File: src/rtl/game_pkg.sv
// Shared encodings and grid geometry for the game controller and the sprite renderer.
package game_pkg;

   typedef enum logic [2:0] {
      PLAYING   = 3'b000,
      YOU_WIN   = 3'b001,
      GAME_OVER = 3'b010
   } gameplay_t;

   localparam int GRID_COLS          = 20;
   localparam int SHIP_ROW           = 13;
   localparam int BULLET_START_ROW   = 12;
   localparam int INVADER_START_LINE = 1;
   localparam int SHIP_START_X       = 10;

   localparam logic [GRID_COLS-1:0] INVADERS_FULL = '1;

endpackage

File: src/rtl/tick_divider.sv
// Counts frame ticks while enabled and pulses fire combinationally on every PERIOD-th tick.
module tick_divider #(
   parameter int PERIOD = 2
) (
   input  logic clk,
   input  logic reset,
   input  logic enable,
   input  logic tick,
   output logic fire
);

   localparam int W = (PERIOD > 1) ? $clog2(PERIOD) : 1;
   localparam logic [W-1:0] LAST = W'(PERIOD - 1);

   logic [W-1:0] r_count;
   logic         w_advance;
   logic         w_atLast;

   assign w_advance = enable & tick;
   assign w_atLast  = (r_count == LAST);
   assign fire      = w_advance & w_atLast;

   always_ff @(posedge clk) begin
      if (reset) begin
         r_count <= '0;
      end else if (w_advance) begin
         r_count <= w_atLast ? '0 : r_count + 1'b1;
      end
   end

endmodule

File: src/rtl/game_controller.sv
// Space-invaders style game state machine, updated once per frame tick.
// Define GAME_CTRL_RESTART_EN to let a fire press restart the game from a terminal state.
module game_controller
   import game_pkg::*;
#(
   parameter int INVADER_PERIOD = 30,
   parameter int BULLET_PERIOD  = 2,
   parameter int SHIP_PERIOD    = 4
) (
   input  logic                 clk,
   input  logic                 reset,
   input  logic                 frame_tick,
   input  logic                 btn_left,
   input  logic                 btn_right,
   input  logic                 btn_fire,
   output logic [GRID_COLS-1:0] invaders_array,
   output logic [3:0]           invaders_line,
   output logic [4:0]           ship_x,
   output logic [4:0]           bullet_x,
   output logic [3:0]           bullet_y,
   output logic                 bullet_flying,
   output logic [2:0]           gameplay
);

   gameplay_t            r_state, w_nState;
   logic [GRID_COLS-1:0] r_invaders, w_nInvaders;
   logic [3:0]           r_line, w_nLine;
   logic [4:0]           r_shipX, w_nShipX;
   logic [4:0]           r_bulletX, w_nBulletX;
   logic [3:0]           r_bulletY, w_nBulletY;
   logic                 r_flying, w_nFlying;
   logic                 r_firePending;
   logic                 r_btnFirePrev;

   logic w_playing, w_fireEdge, w_restart, w_divReset, w_launched;
   logic w_invEv, w_bulEv, w_shipEv;

   assign w_playing  = (r_state == PLAYING);
   assign w_fireEdge = btn_fire & ~r_btnFirePrev;

`ifdef GAME_CTRL_RESTART_EN
   assign w_restart = frame_tick & r_firePending & ~w_playing;
`else
   assign w_restart = 1'b0;
`endif

   assign w_divReset = reset | w_restart;

   tick_divider #(.PERIOD(INVADER_PERIOD)) uInvaderDiv (
      .clk(clk), .reset(w_divReset), .enable(w_playing), .tick(frame_tick), .fire(w_invEv)
   );
   tick_divider #(.PERIOD(BULLET_PERIOD)) uBulletDiv (
      .clk(clk), .reset(w_divReset), .enable(w_playing), .tick(frame_tick), .fire(w_bulEv)
   );
   tick_divider #(.PERIOD(SHIP_PERIOD)) uShipDiv (
      .clk(clk), .reset(w_divReset), .enable(w_playing), .tick(frame_tick), .fire(w_shipEv)
   );

   // Each stage sees the results of the stages before it: ship, fire, bullet, invader, status.
   always_comb begin
      w_nState    = r_state;
      w_nInvaders = r_invaders;
      w_nLine     = r_line;
      w_nShipX    = r_shipX;
      w_nBulletX  = r_bulletX;
      w_nBulletY  = r_bulletY;
      w_nFlying   = r_flying;
      w_launched  = 1'b0;
      if (frame_tick && w_playing) begin
         if (w_shipEv && (btn_left ^ btn_right)) begin
            if (btn_right && (w_nShipX != 5'(GRID_COLS - 1))) begin
               w_nShipX = w_nShipX + 1'b1;
            end else if (btn_left && (w_nShipX != 5'd0)) begin
               w_nShipX = w_nShipX - 1'b1;
            end
         end
         if (r_firePending && !w_nFlying) begin
            w_nBulletX = w_nShipX;
            w_nBulletY = 4'(BULLET_START_ROW);
            w_nFlying  = 1'b1;
            w_launched = 1'b1;
         end
         if (w_bulEv && w_nFlying && !w_launched) begin
            if ((w_nBulletY == w_nLine) && w_nInvaders[w_nBulletX]) begin
               w_nInvaders[w_nBulletX] = 1'b0;
               w_nFlying               = 1'b0;
            end else if (w_nBulletY == 4'd0) begin
               w_nFlying = 1'b0;
            end else begin
               w_nBulletY = w_nBulletY - 1'b1;
            end
         end
         // A descending row can run into a bullet that is sitting on the new line.
         if (w_invEv) begin
            w_nLine = w_nLine + 1'b1;
            if ((w_nLine == w_nBulletY) && w_nFlying && w_nInvaders[w_nBulletX]) begin
               w_nInvaders[w_nBulletX] = 1'b0;
               w_nFlying               = 1'b0;
            end
         end
         if (w_nInvaders == '0) begin
            w_nState  = YOU_WIN;
            w_nFlying = 1'b0;
         end else if (w_nLine == 4'(SHIP_ROW)) begin
            w_nState  = GAME_OVER;
            w_nFlying = 1'b0;
         end
      end
   end

   always_ff @(posedge clk) begin
      if (reset || w_restart) begin
         r_state       <= PLAYING;
         r_invaders    <= INVADERS_FULL;
         r_line        <= 4'(INVADER_START_LINE);
         r_shipX       <= 5'(SHIP_START_X);
         r_bulletX     <= 5'd0;
         r_bulletY     <= 4'd0;
         r_flying      <= 1'b0;
         r_firePending <= 1'b0;
         r_btnFirePrev <= 1'b0;
      end else begin
         r_state       <= w_nState;
         r_invaders    <= w_nInvaders;
         r_line        <= w_nLine;
         r_shipX       <= w_nShipX;
         r_bulletX     <= w_nBulletX;
         r_bulletY     <= w_nBulletY;
         r_flying      <= w_nFlying;
         r_btnFirePrev <= btn_fire;
         if (frame_tick) begin
            r_firePending <= 1'b0;
         end else if (w_fireEdge) begin
            r_firePending <= 1'b1;
         end
      end
   end

   assign invaders_array = r_invaders;
   assign invaders_line  = r_line;
   assign ship_x         = r_shipX;
   assign bullet_x       = r_bulletX;
   assign bullet_y       = r_bulletY;
   assign bullet_flying  = r_flying;
   assign gameplay       = r_state;

endmodule
File: config.mk
export PLATFORM = sky130hd
export DESIGN_NAME = game_controller
export DESIGN_NICKNAME = d
export VERILOG_FILES = /design/src/rtl/game_pkg.sv /design/src/rtl/tick_divider.sv /design/src/rtl/game_controller.sv
export SDC_FILE = /design/constraint.sdc
export NUM_CORES = 1
export LEC_CHECK = 0
export ABC_AREA = 1
export CAP_MARGIN = 10
export CORE_ASPECT_RATIO = 2
export CORE_MARGIN = 5
export CORE_UTILIZATION = 45
export CTS_BUF_LIST = sky130_fd_sc_hd__clkbuf_4 sky130_fd_sc_hd__clkbuf_8 sky130_fd_sc_hd__clkbuf_16
export CTS_CLUSTER_SIZE = 12
export DETAILED_ROUTE_END_ITERATION = 8
export MAX_ROUTING_LAYER = met4
export PLACE_DENSITY = 0.68
export SYNTH_ARGS = -nofsm -noshare
export SYNTH_HDL_FRONTEND = slang
export SYNTH_SLANG_ARGS = --single-unit
File: constraint.sdc
create_clock -name clk -period 4.4 [get_ports clk]
set_input_delay 0.66 -clock clk [delete_from_list [all_inputs] [get_ports clk]]
set_output_delay 0.66 -clock clk [all_outputs]
set_load 0.01 [all_outputs]
==> results of run 1 <==
==> critical path: cells and delay by family, from the launching register on <==
kind | cells | cell delay, ps
flip-flops | 1 | 390
AO/OA/AOI/OAI | 2 | 190
AND/OR/NAND/NOR | 24 | 2630
buffers and inverters | 4 | 570
adder cells (fa/ha/maj) | 1 | 220
==> worst paths after layout <==
path / start / to / slack, ps / cells after the start
max reg2reg: ship_x[1] / gameplay[0] / 270 / 31
min: gameplay[0] / gameplay[0] / 500 / 2
min reg2reg: gameplay[0] / gameplay[0] / 500 / 2
max: ship_x[1] / gameplay[0] / 270 / 31
==> layer usage <==
layer / GRT usage, % / share of wire [%] / up-vias
met5: - / 0 / -
met4: 17.1 / 7.3 / 0
met3: 2.62 / 3.0 / 59
met2: 47.3 / 55 / 134
met1: 24.1 / 34 / 1981
li1: - / - / 2174
==> synthesized netlist by cell type (2+ instances only) <==
| master | instances | area [sq um] |
|---|---|---|
| a21oi_1 | 17 | 85.1 |
| a21oi_2 | 2 | 17.5 |
| a221oi_1 | 3 | 26.3 |
| buf_2 | 2 | 10.0 |
| buf_6 | 4 | 45.0 |
| clkbuf_1 | 6 | 22.5 |
| clkinv_1 | 2 | 7.51 |
| dfxtp_1 | 51 | 1020 |
| ha_1 | 7 | 87.6 |
| inv_1 | 86 | 323 |
| inv_2 | 5 | 18.8 |
| nand2_1 | 194 | 728 |
| nand2_2 | 13 | 81.3 |
| nand2_4 | 2 | 22.5 |
| nand3_1 | 63 | 315 |
| nand3_2 | 5 | 50.1 |
| nand3b_1 | 8 | 60.1 |
| nand4_1 | 6 | 37.5 |
| nor2_1 | 69 | 259 |
| nor2_2 | 5 | 31.3 |
| nor2_4 | 5 | 56.3 |
| nor3_1 | 6 | 30.0 |
| nor3b_1 | 2 | 15.0 |
| o211ai_1 | 2 | 15.0 |
| o21ai_0 | 19 | 95.1 |
| o21ai_1 | 6 | 30.0 |
| o21bai_1 | 4 | 30.0 |
| or2_2 | 2 | 12.5 |
| xnor2_1 | 4 | 35.0 |
| xor2_1 | 6 | 52.6 |
==> what timing repair did <==
item | 4_1_cts | 5_1_grt
gates cloned | 0 | 2
buffers inserted | 3 | 2
pin swaps | 1 | 10
gates resized for setup | 2 | 34
setup endpoints to repair | 3 | 3
==> state kept, by name (all words and copies together), names as in the netlist <==
register and cells:
bullet_flying 1, bullet_x 5, bullet_y 4, gameplay 2, invaders_array 20, invaders_line 4
r_btnFirePrev 1, r_firePending 1, ship_x 5, uBulletDiv.r_count 1, uInvaderDiv.r_count 5, uShipDiv.r_count 2
==> final cells by class <==
cell class,count,area (sq um),share of cell area (%)
inverter,93,352,6.90
multi-input combinational,460,2390,46.9
clock inverter,3,26.3,0.516
sequential,51,1030,20.1
clock buffer,5,125,2.46
tap,98,123,2.41
timing repair buffer,120,1050,20.7
==> power by group through the flow <==
stage / Combinational [mW] / Sequential, mW / Clock [mW]
detailed placement: 0.205 / 0.492 / 0
global placement: 0.203 / 0.492 / 0
CTS: 0.210 / 0.481 / 0.423
finish: 0.222 / 0.481 / 0.415
global route: 0.244 / 0.482 / 0.439
floorplan: 0.122 / 0.492 / 0
==> logic make-up (layout without fill, tap and decap cells) <==
group	after synthesis	in the layout	synth area share [%]
other cells	1	1	0.101
xor+xnor	10	10	2.36
compound gates	58	58	9.07
fa+ha+maj	7	7	2.36
simple gates	383	384	46.9
flops	51	51	27.5
buf+inv	106	221	11.7
==> flow_summary_export.csv, run 1 <==
group,metric,value,unit
sta,period_share,93.9,%
logic_synthesis,ys_types,40,
sta,maxSlewHeadroom,50.9,%
cells_and_area,final_cells,830,
worst_setup_path,start_kind,"register",
global_routing,grt_usage,25.9,%
outcome,outcome,"complete, no violations",
placement,gp_routability_congestion,1.04,
power_and_ir_drop,p_per_area,219,mW/mm^2
detailed_routing,drc,0,
clocking,clock-sinks,51,
sta,clock_skew,7.76,ps
worst_setup_path,cp-end-kind,"register",
cells_and_area,drive_gt1_share,20.1,%
sta,rsz0062_at_grt,"no",
sta,setup_viol,0,
placement,place_area,0.00473,sq mm
detailed_routing,viasPerCell,5.24,
logic_synthesis,synth_edf_count,0,
cells_and_area,most-common-layout-cells,"nand2_1 (187), inv_1 (86), buf_4 (72)",
detailed_routing,wl,13200,microns
logic_synthesis,async_flop_share,0,%
logic_synthesis,syn_area,0.00371,sq mm
cells_and_area,nFillCells,798,
power_and_ir_drop,combPwrFrac,19.8,%
detailed_routing,drt_iter0_drc,212,
power_and_ir_drop,leakage,2.59,nW
die,row_count,47,
logic_synthesis,yosysSeqAreaShare,27.5,%
detailed_routing,vias,4348,
clocking,htree_levels,2,
logic_synthesis,yosys_warnings,0,
logic_synthesis,synth_cells,616,
worst_setup_path,path_max_fanout,7,
power_and_ir_drop,power_frac_seq,43.0,%
power_and_ir_drop,p_total,1.12,mW
worst_setup_path,crit_slowest_cell,"dfxtp_2",
sta,finalHoldViolations,0,
worst_setup_path,worstPathRequired,4570,ps
clocking,cts_hold_buffers,0,
die,io_pins,48,
clocking,cts_buffer_depth,2,
sta,worst_slack,269,ps
clocking,path_clk_slew,80,ps
power_and_ir_drop,switching_share,30.8,%
sta,worst_slew_pin_slew,734,ps
cells_and_area,diodes,0,
worst_hold_path,min_path_type,"reg2reg",
placement,dp_hpwl,10500,microns
die,initial_core_util,45.4,%
cells_and_area,fin_area,0.00509,sq mm
clocking,clock_latency,300,ps
sta,layout_min_cycle_time,4130,ps
sta,whs,502,ps
cells_and_area,area_growth,37.2,%
placement,dp.cells,815,
detailed_routing,first_pass_iters,4,
cells_and_area,final_common_cell,"nand2_1",
placement,preCtsSetupSlack,-359,ps
worst_setup_path,worst_ep_arrival_time,4300,ps
sta,fin_setup_tns,0,ps
power_and_ir_drop,p_clk_share,37.1,%
worst_setup_path,max_stage_delay,390,ps
global_routing,grt_pass1_wl,19800,microns
sta,fmax,0.242,GHz
detailed_routing,drtAntennaViolNets,0,
global_routing,overflow,0,
sta,slew_viol_final,0,
die,die_height,138,microns
global_routing,grt_max_degree,24,
clocking,cts_tree,"done",
power_and_ir_drop,power_switching,0.344,mW
logic_synthesis,syn-num-nets,629,
die,die_w,74.2,microns
die,die_area,0.0103,sq mm
placement,port_buffers,46,
cells_and_area,fin_util,62.3,%
detailed_routing,wl_per_cell,15.9,microns
flow_run,maxCapViolations,0,
global_routing,antenna_found_initial,0,
cells_and_area,finalNetCount,744,
global_routing,grt_pass1_vias,4183,
die,coreArea,0.00817,sq mm
power_and_ir_drop,p_int,0.773,mW
logic_synthesis,ys.flop_type,"dfxtp_1",
worst_setup_path,path_common_cell,"nand2_1",
power_and_ir_drop,vdd_drop_max,0.285,mV
clocking,cts-root-buf,"clkbuf_16",
logic_synthesis,syn_avg_cell_area,6.03,sq um
worst_setup_path,worstSetupPathType,"reg2reg",
logic_synthesis,synth-seq-cells,51,
clocking,cts_buffers,5,
No activity file was read; power rests on OpenSTA's default activity.
==> run 2, diff against run 1 <==
--- a/config.mk
+++ b/config.mk
@@ -14,7 +14,7 @@
 export CTS_CLUSTER_SIZE = 12
 export DETAILED_ROUTE_END_ITERATION = 8
 export MAX_ROUTING_LAYER = met4
-export PLACE_DENSITY = 0.68
+export PLACE_DENSITY = 0.71
 export SYNTH_ARGS = -nofsm -noshare
 export SYNTH_HDL_FRONTEND = slang
 export SYNTH_SLANG_ARGS = --single-unit
==> constraint.sdc (replaced) <==
create_clock -name clk -period 3.5 [get_ports clk]
set_input_delay 0.525 -clock clk [delete_from_list [all_inputs] [get_ports clk]]
set_output_delay 0.525 -clock clk [all_outputs]
set_load 0.01 [all_outputs]
==> run 2 against run 1 <==
The run now ends with negative setup slack left. Critical path depth increased by 1. Hold slack improved by 31 ps. Largest cell class unchanged. Sequential share of layout area decreased by 4.3 points. Critical path type unchanged.
==> flow_summary_export.csv, run 2 (synthesized netlist as in run 1, its figures left out) <==
group,metric,value,unit
sta,fin_setup_tns,-2160,ps
worst_setup_path,path_max_fanout,6,
cells_and_area,most-common-layout-cells,"buf_4 (138), nand2_1 (126), inv_1 (81)",
detailed_routing,drc,0,
worst_hold_path,min_path_type,"reg2reg",
sta,maxSlewHeadroom,66.6,%
sta,slew_viol_final,0,
clocking,cts-root-buf,"clkbuf_16",
detailed_routing,vias,4980,
global_routing,grt_usage,30.2,%
sta,whs,533,ps
power_and_ir_drop,switching_share,32.6,%
power_and_ir_drop,vdd_drop_max,0.193,mV
power_and_ir_drop,p_per_area,236,mW/mm^2
power_and_ir_drop,power_frac_seq,39.5,%
die,initial_core_util,45.4,%
worst_setup_path,max_stage_delay,370,ps
cells_and_area,diodes,0,
sta,setup_viol,8,
sta,layout_min_cycle_time,3950,ps
sta,finalHoldViolations,0,
clocking,cts_tree,"done",
detailed_routing,drtAntennaViolNets,0,
clocking,cts_buffer_depth,2,
placement,gp_routability_congestion,1.06,
placement,preCtsSetupSlack,-1360,ps
cells_and_area,final_common_cell,"buf_4",
die,row_count,47,
worst_setup_path,worstSetupPathType,"reg2reg",
detailed_routing,first_pass_iters,7,
power_and_ir_drop,p_clk_share,35.3,%
worst_setup_path,crit_slowest_cell,"dfxtp_4",
detailed_routing,wl,15800,microns
clocking,htree_levels,2,
sta,period_share,113,%
sta,fmax,0.253,GHz
die,io_pins,48,
die,coreArea,0.00817,sq mm
die,die_area,0.0103,sq mm
global_routing,grt_max_degree,19,
cells_and_area,drive_gt1_share,43.6,%
power_and_ir_drop,p_int,1.03,mW
placement,dp_hpwl,11200,microns
flow_run,maxCapViolations,0,
sta,clock_skew,8.71,ps
power_and_ir_drop,leakage,3.14,nW
detailed_routing,viasPerCell,5.40,
sta,rsz0062_at_grt,"yes",
global_routing,grt_pass1_wl,23400,microns
cells_and_area,largest_reg_flops,20,
power_and_ir_drop,combPwrFrac,25.2,%
detailed_routing,wl_per_cell,17.1,microns
worst_setup_path,worstPathRequired,3690,ps
detailed_routing,drt_iter0_drc,334,
worst_setup_path,worst_ep_arrival_time,4150,ps
sta,worst_slack,-454,ps
worst_setup_path,critPathTopFamily,"simple AND/OR/NAND/NOR gates",
die,die_height,138,microns
sta,worst_slew_pin_slew,500,ps
global_routing,antenna_found_initial,0,
clocking,clock-sinks,51,
clocking,clock_latency,310,ps
worst_setup_path,cp-end-kind,"register",
cells_and_area,area_growth,74.5,%
worst_setup_path,start_kind,"register",
worst_setup_path,path_common_cell,"nand2_2",
die,die_w,74.2,microns
worst_setup_path,path_buf_inv,4,
outcome,violations,"negative setup slack",
clocking,cts_buffers,5,
outcome,outcome,"finished with violations",
cells_and_area,finalNetCount,837,
clocking,cts_hold_buffers,0,
clocking,path_clk_slew,80,ps
cells_and_area,fin_util,79.2,%
power_and_ir_drop,p_total,1.53,mW
global_routing,overflow,0,
global_routing,grt_pass1_vias,4905,
placement,port_buffers,46,
power_and_ir_drop,power_switching,0.498,mW
## run 2: changes by cell type in the layout (fill, tap and decap cells not counted), moves of 13 or more
cell and delta:
buf_4 +66, nand2_1 -61, nand2_2 +48, nand3_1 -32
buf_6 +27, nand3_2 +23, nand2_4 +13
## run 2: layout make-up
cell class	count	area, sq um
sequential	51	1030
tap	98	123
inverter	93	352
timing repair buffer	214	1850
fill	586	1700
clock buffer	5	125
clock inverter	3	27.5
multi-input combinational	459	2970
## run 2: repair_timing
item	CTS	global route
buffers inserted	23	13
gates cloned	1	1
pin swaps	54	77
gates resized for setup	116	109
endpoints found under the setup margin	23	22
## run 2: per-stage QoR
step	cell area, sq um	std cells
3_5_place_dp	5210	879
4_1_cts	5980	911
5_1_grt	6480	923
3_3_place_gp	5210	879
2_1_floorplan	3710	616
6_report	6480	923
## run 2: final timing paths
check,start,end,slack (ps),cells past startpoint
max,ship_x[0],gameplay[1],-450,32
min,uInvaderDiv.r_count[3],uInvaderDiv.r_count[3],530,2
max reg2reg,ship_x[0],gameplay[1],-450,32
min reg2reg,uInvaderDiv.r_count[3],uInvaderDiv.r_count[3],530,2
## run 2: routing by layer
metal	routed length (microns)	vias to the layer above	share of wire, %	GRT usage, %
met5	0	-	0	-
met4	1230	0	7.8	20.5
met3	824	94	5.2	3.85
met2	8810	234	56	55.0
met1	4940	2289	31	27.5
li1	-	2363	-	-
## run 2: power groups by stage
stage               logic [mW]  clock network, mW  registers (mW)
floorplan                0.153                  0           0.619
global placement         0.293                  0           0.617
detailed placement       0.300                  0           0.618
CTS                      0.342              0.546           0.603
global route             0.415              0.565           0.606
finish                   0.386              0.539           0.604
## run 2: worst reg2reg max path, delay by kind of cell, from the launching register on
family / cells / cell delay [ps]
fa+ha+maj: 1 / 160
buf+inv: 4 / 460
compound gates: 4 / 560
flops: 1 / 370
simple gates: 23 / 2290
==> run 3, diff against run 2 <==
--- a/config.mk
+++ b/config.mk
@@ -15,6 +15,7 @@
 export DETAILED_ROUTE_END_ITERATION = 8
 export MAX_ROUTING_LAYER = met4
 export PLACE_DENSITY = 0.71
+export REMOVE_ABC_BUFFERS = 1
 export SYNTH_ARGS = -nofsm -noshare
 export SYNTH_HDL_FRONTEND = slang
 export SYNTH_SLANG_ARGS = --single-unit
==> run 3 against run 2 <==
Critical endpoint unchanged. Fmax shrank 1.3%. Cell count grew 0.87%. Combinational power grew 5.2%. Highest routed layer unchanged. Sequential power is essentially flat. Global-route usage grew 2.0 points. Power grew 5.6%. Worst setup slack lost 53 ps. The run still ends with negative setup slack left. Sequential share of layout area shrank 0.18 points. Non-clock buffer count grew 7. Clock skew shrank 4.0 ps.
==> flow_summary_export.csv, run 3 (synthesized netlist as in run 1, its figures left out) <==
group,metric,value,unit
cells_and_area,nFillCells,526,
power_and_ir_drop,p_int,1.11,mW
global_routing,grt_pass1_wl,24800,microns
clocking,cts_hold_buffers,0,
worst_setup_path,worstRegToRegCells,29,
detailed_routing,drc,0,
sta,rsz0062_at_grt,"yes",
worst_hold_path,hold_path_startpoint,"uInvaderDiv.r_count[3]",
sta,clock_skew,4.67,ps
worst_setup_path,max_stage_delay,400,ps
die,initial_core_util,45.4,%
flow_run,maxCapViolations,0,
power_and_ir_drop,p_per_area,246,mW/mm^2
cells_and_area,final_cells,931,
clocking,cts_buffers,5,
worst_setup_path,crit_start,"ship_x[2]",
die,die_area,0.0103,sq mm
cells_and_area,finalNetCount,845,
clocking,clock_latency,310,ps
clocking,clock-sinks,51,
worst_setup_path,path_max_fanout,5,
clocking,cts-root-buf,"clkbuf_16",
worst_setup_path,path_common_cell,"nand2_2",
placement,dp.cells,867,
detailed_routing,wl,17900,microns
outcome,violations,"negative setup slack",
clocking,htree_levels,2,
detailed_routing,wl_met2,9370,microns
global_routing,antenna_found_initial,0,
worst_setup_path,crit_slowest_cell,"dfxtp_1",
cells_and_area,area_growth,76.9,%
die,die_w,74.2,microns
sta,worst_slack,-507,ps
worst_hold_path,holdPathStages,2,
detailed_routing,met3_length,1150,microns
power_and_ir_drop,power_frac_seq,37.5,%
die,io_pins,48,
detailed_routing,first_pass_iters,5,
power_and_ir_drop,leakage,3.24,nW
global_routing,grt_usage,32.2,%
die,die_height,138,microns
detailed_routing,drt_iter0_drc,413,
worst_setup_path,worst_ep_arrival_time,4200,ps
cells_and_area,fin_area,0.00657,sq mm
sta,slew_viol_final,0,
sta,setup_viol,13,
global_routing,overflow,0,
cells_and_area,diodes,0,
placement,place_area,0.00511,sq mm
cells_and_area,drive_gt1_share,43.7,%
power_and_ir_drop,p_clk_share,37.4,%
worst_setup_path,start_kind,"register",
detailed_routing,vias,5191,
sta,fin_setup_tns,-2990,ps
sta,layout_min_cycle_time,4010,ps
worst_setup_path,cp-end-kind,"register",
sta,maxSlewHeadroom,51.3,%
detailed_routing,viasPerCell,5.58,
cells_and_area,most-common-layout-cells,"buf_4 (157), nand2_1 (132), inv_1 (82)",
clocking,cts_tree,"done",
sta,period_share,114,%
global_routing,grt_pass1_vias,5163,
power_and_ir_drop,switching_share,31.4,%
detailed_routing,drtAntennaViolNets,0,
power_and_ir_drop,power_switching,0.507,mW
placement,port_buffers,46,
global_routing,grt_max_degree,20,
power_and_ir_drop,combPwrFrac,25.2,%
worst_hold_path,min_path_type,"reg2reg",
power_and_ir_drop,vdd_drop_max,0.318,mV
sta,worst_slew_pin_slew,730,ps
sta,finalHoldViolations,0,
die,coreArea,0.00817,sq mm
sta,fmax,0.250,GHz
clocking,cts_buffer_depth,2,
detailed_routing,top_layer,"met4",
die,row_count,47,
detailed_routing,m1WireLength,5710,microns
cells_and_area,largest_reg_flops,20,
outcome,outcome,"finished with violations",
detailed_routing,wl_per_cell,19.2,microns
worst_setup_path,worstSetupPathType,"reg2reg",
worst_setup_path,worstPathRequired,3690,ps
placement,dp_hpwl,11000,microns
clocking,path_clk_slew,80,ps
worst_setup_path,timing.rr.start,"ship_x[2]",
cells_and_area,final_common_cell,"buf_4",
placement,gp_routability_congestion,1.00,
[run 3: cell count changes in the layout (fill, tap and decap cells not counted), moves of 5 or more]
cell | before | now
nand2_2 | 64 | 57
buf_4 | 138 | 157
nand2_1 | 126 | 132
buf_6 | 27 | 13
nand3_1 | 25 | 31
nand3_2 | 32 | 27
[run 3: power groups by stage]
stage / Clock, mW / Combinational, mW / Sequential, mW
3_3_place_gp: 0 / 0.283 / 0.617
4_1_cts: 0.599 / 0.345 / 0.605
2_1_floorplan: 0 / 0.144 / 0.619
3_5_place_dp: 0 / 0.288 / 0.617
5_1_grt: 0.627 / 0.433 / 0.606
6_report: 0.603 / 0.406 / 0.605
[run 3: final timing paths]
| check | end | slack (ps) |
|---|---|---|
| setup reg to reg | gameplay[1] | -510 |
| hold reg to reg | uInvaderDiv.r_count[3] | 540 |
| setup / recovery | gameplay[1] | -510 |
| hold / removal | uInvaderDiv.r_count[3] | 540 |
[run 3: metal layers]
layer,track usage [%],vias to the layer above
met3,4.14,125
met5,-,-
met4,23.6,0
met2,56.3,279
met1,30.6,2422
li1,-,2365
[run 3: repair_timing]
item                       4_1_cts  5_1_grt
gates resized for setup        110      110
setup buffers                   38       15
setup endpoints to repair       23       23
cloned                           3        0
pin swaps                       61       64
[run 3: through the flow]
stage               utilization [%]  hold slack (ps)  setup slack (ps)  total power [mW]
finish                         80.4              536              -507              1.61
global placement               62.5              494             -1130             0.900
CTS                            73.3              544              -245              1.55
detailed placement             62.5              510             -1270             0.906
floorplan                         -              478             -3.87             0.763
global route                   80.4              570              -750              1.67
[run 3: critical path, delay by kind of cell (launching register included)]
family	cells	cell delay, ps
AOI/OAI and AO/OA	3	520
buffers and inverters	6	810
DFF	1	400
and+or+nand+nor	20	2160
[run 3: layout make-up]
cell class	count	area (sq um)	area share (%)
multi-input combinational	460	3010	45.9
timing repair buffer	221	1880	28.6
sequential	51	1030	15.7
inverter	93	352	5.35
clock buffer	5	125	1.90
tap	98	123	1.87
clock inverter	3	47.5	0.724
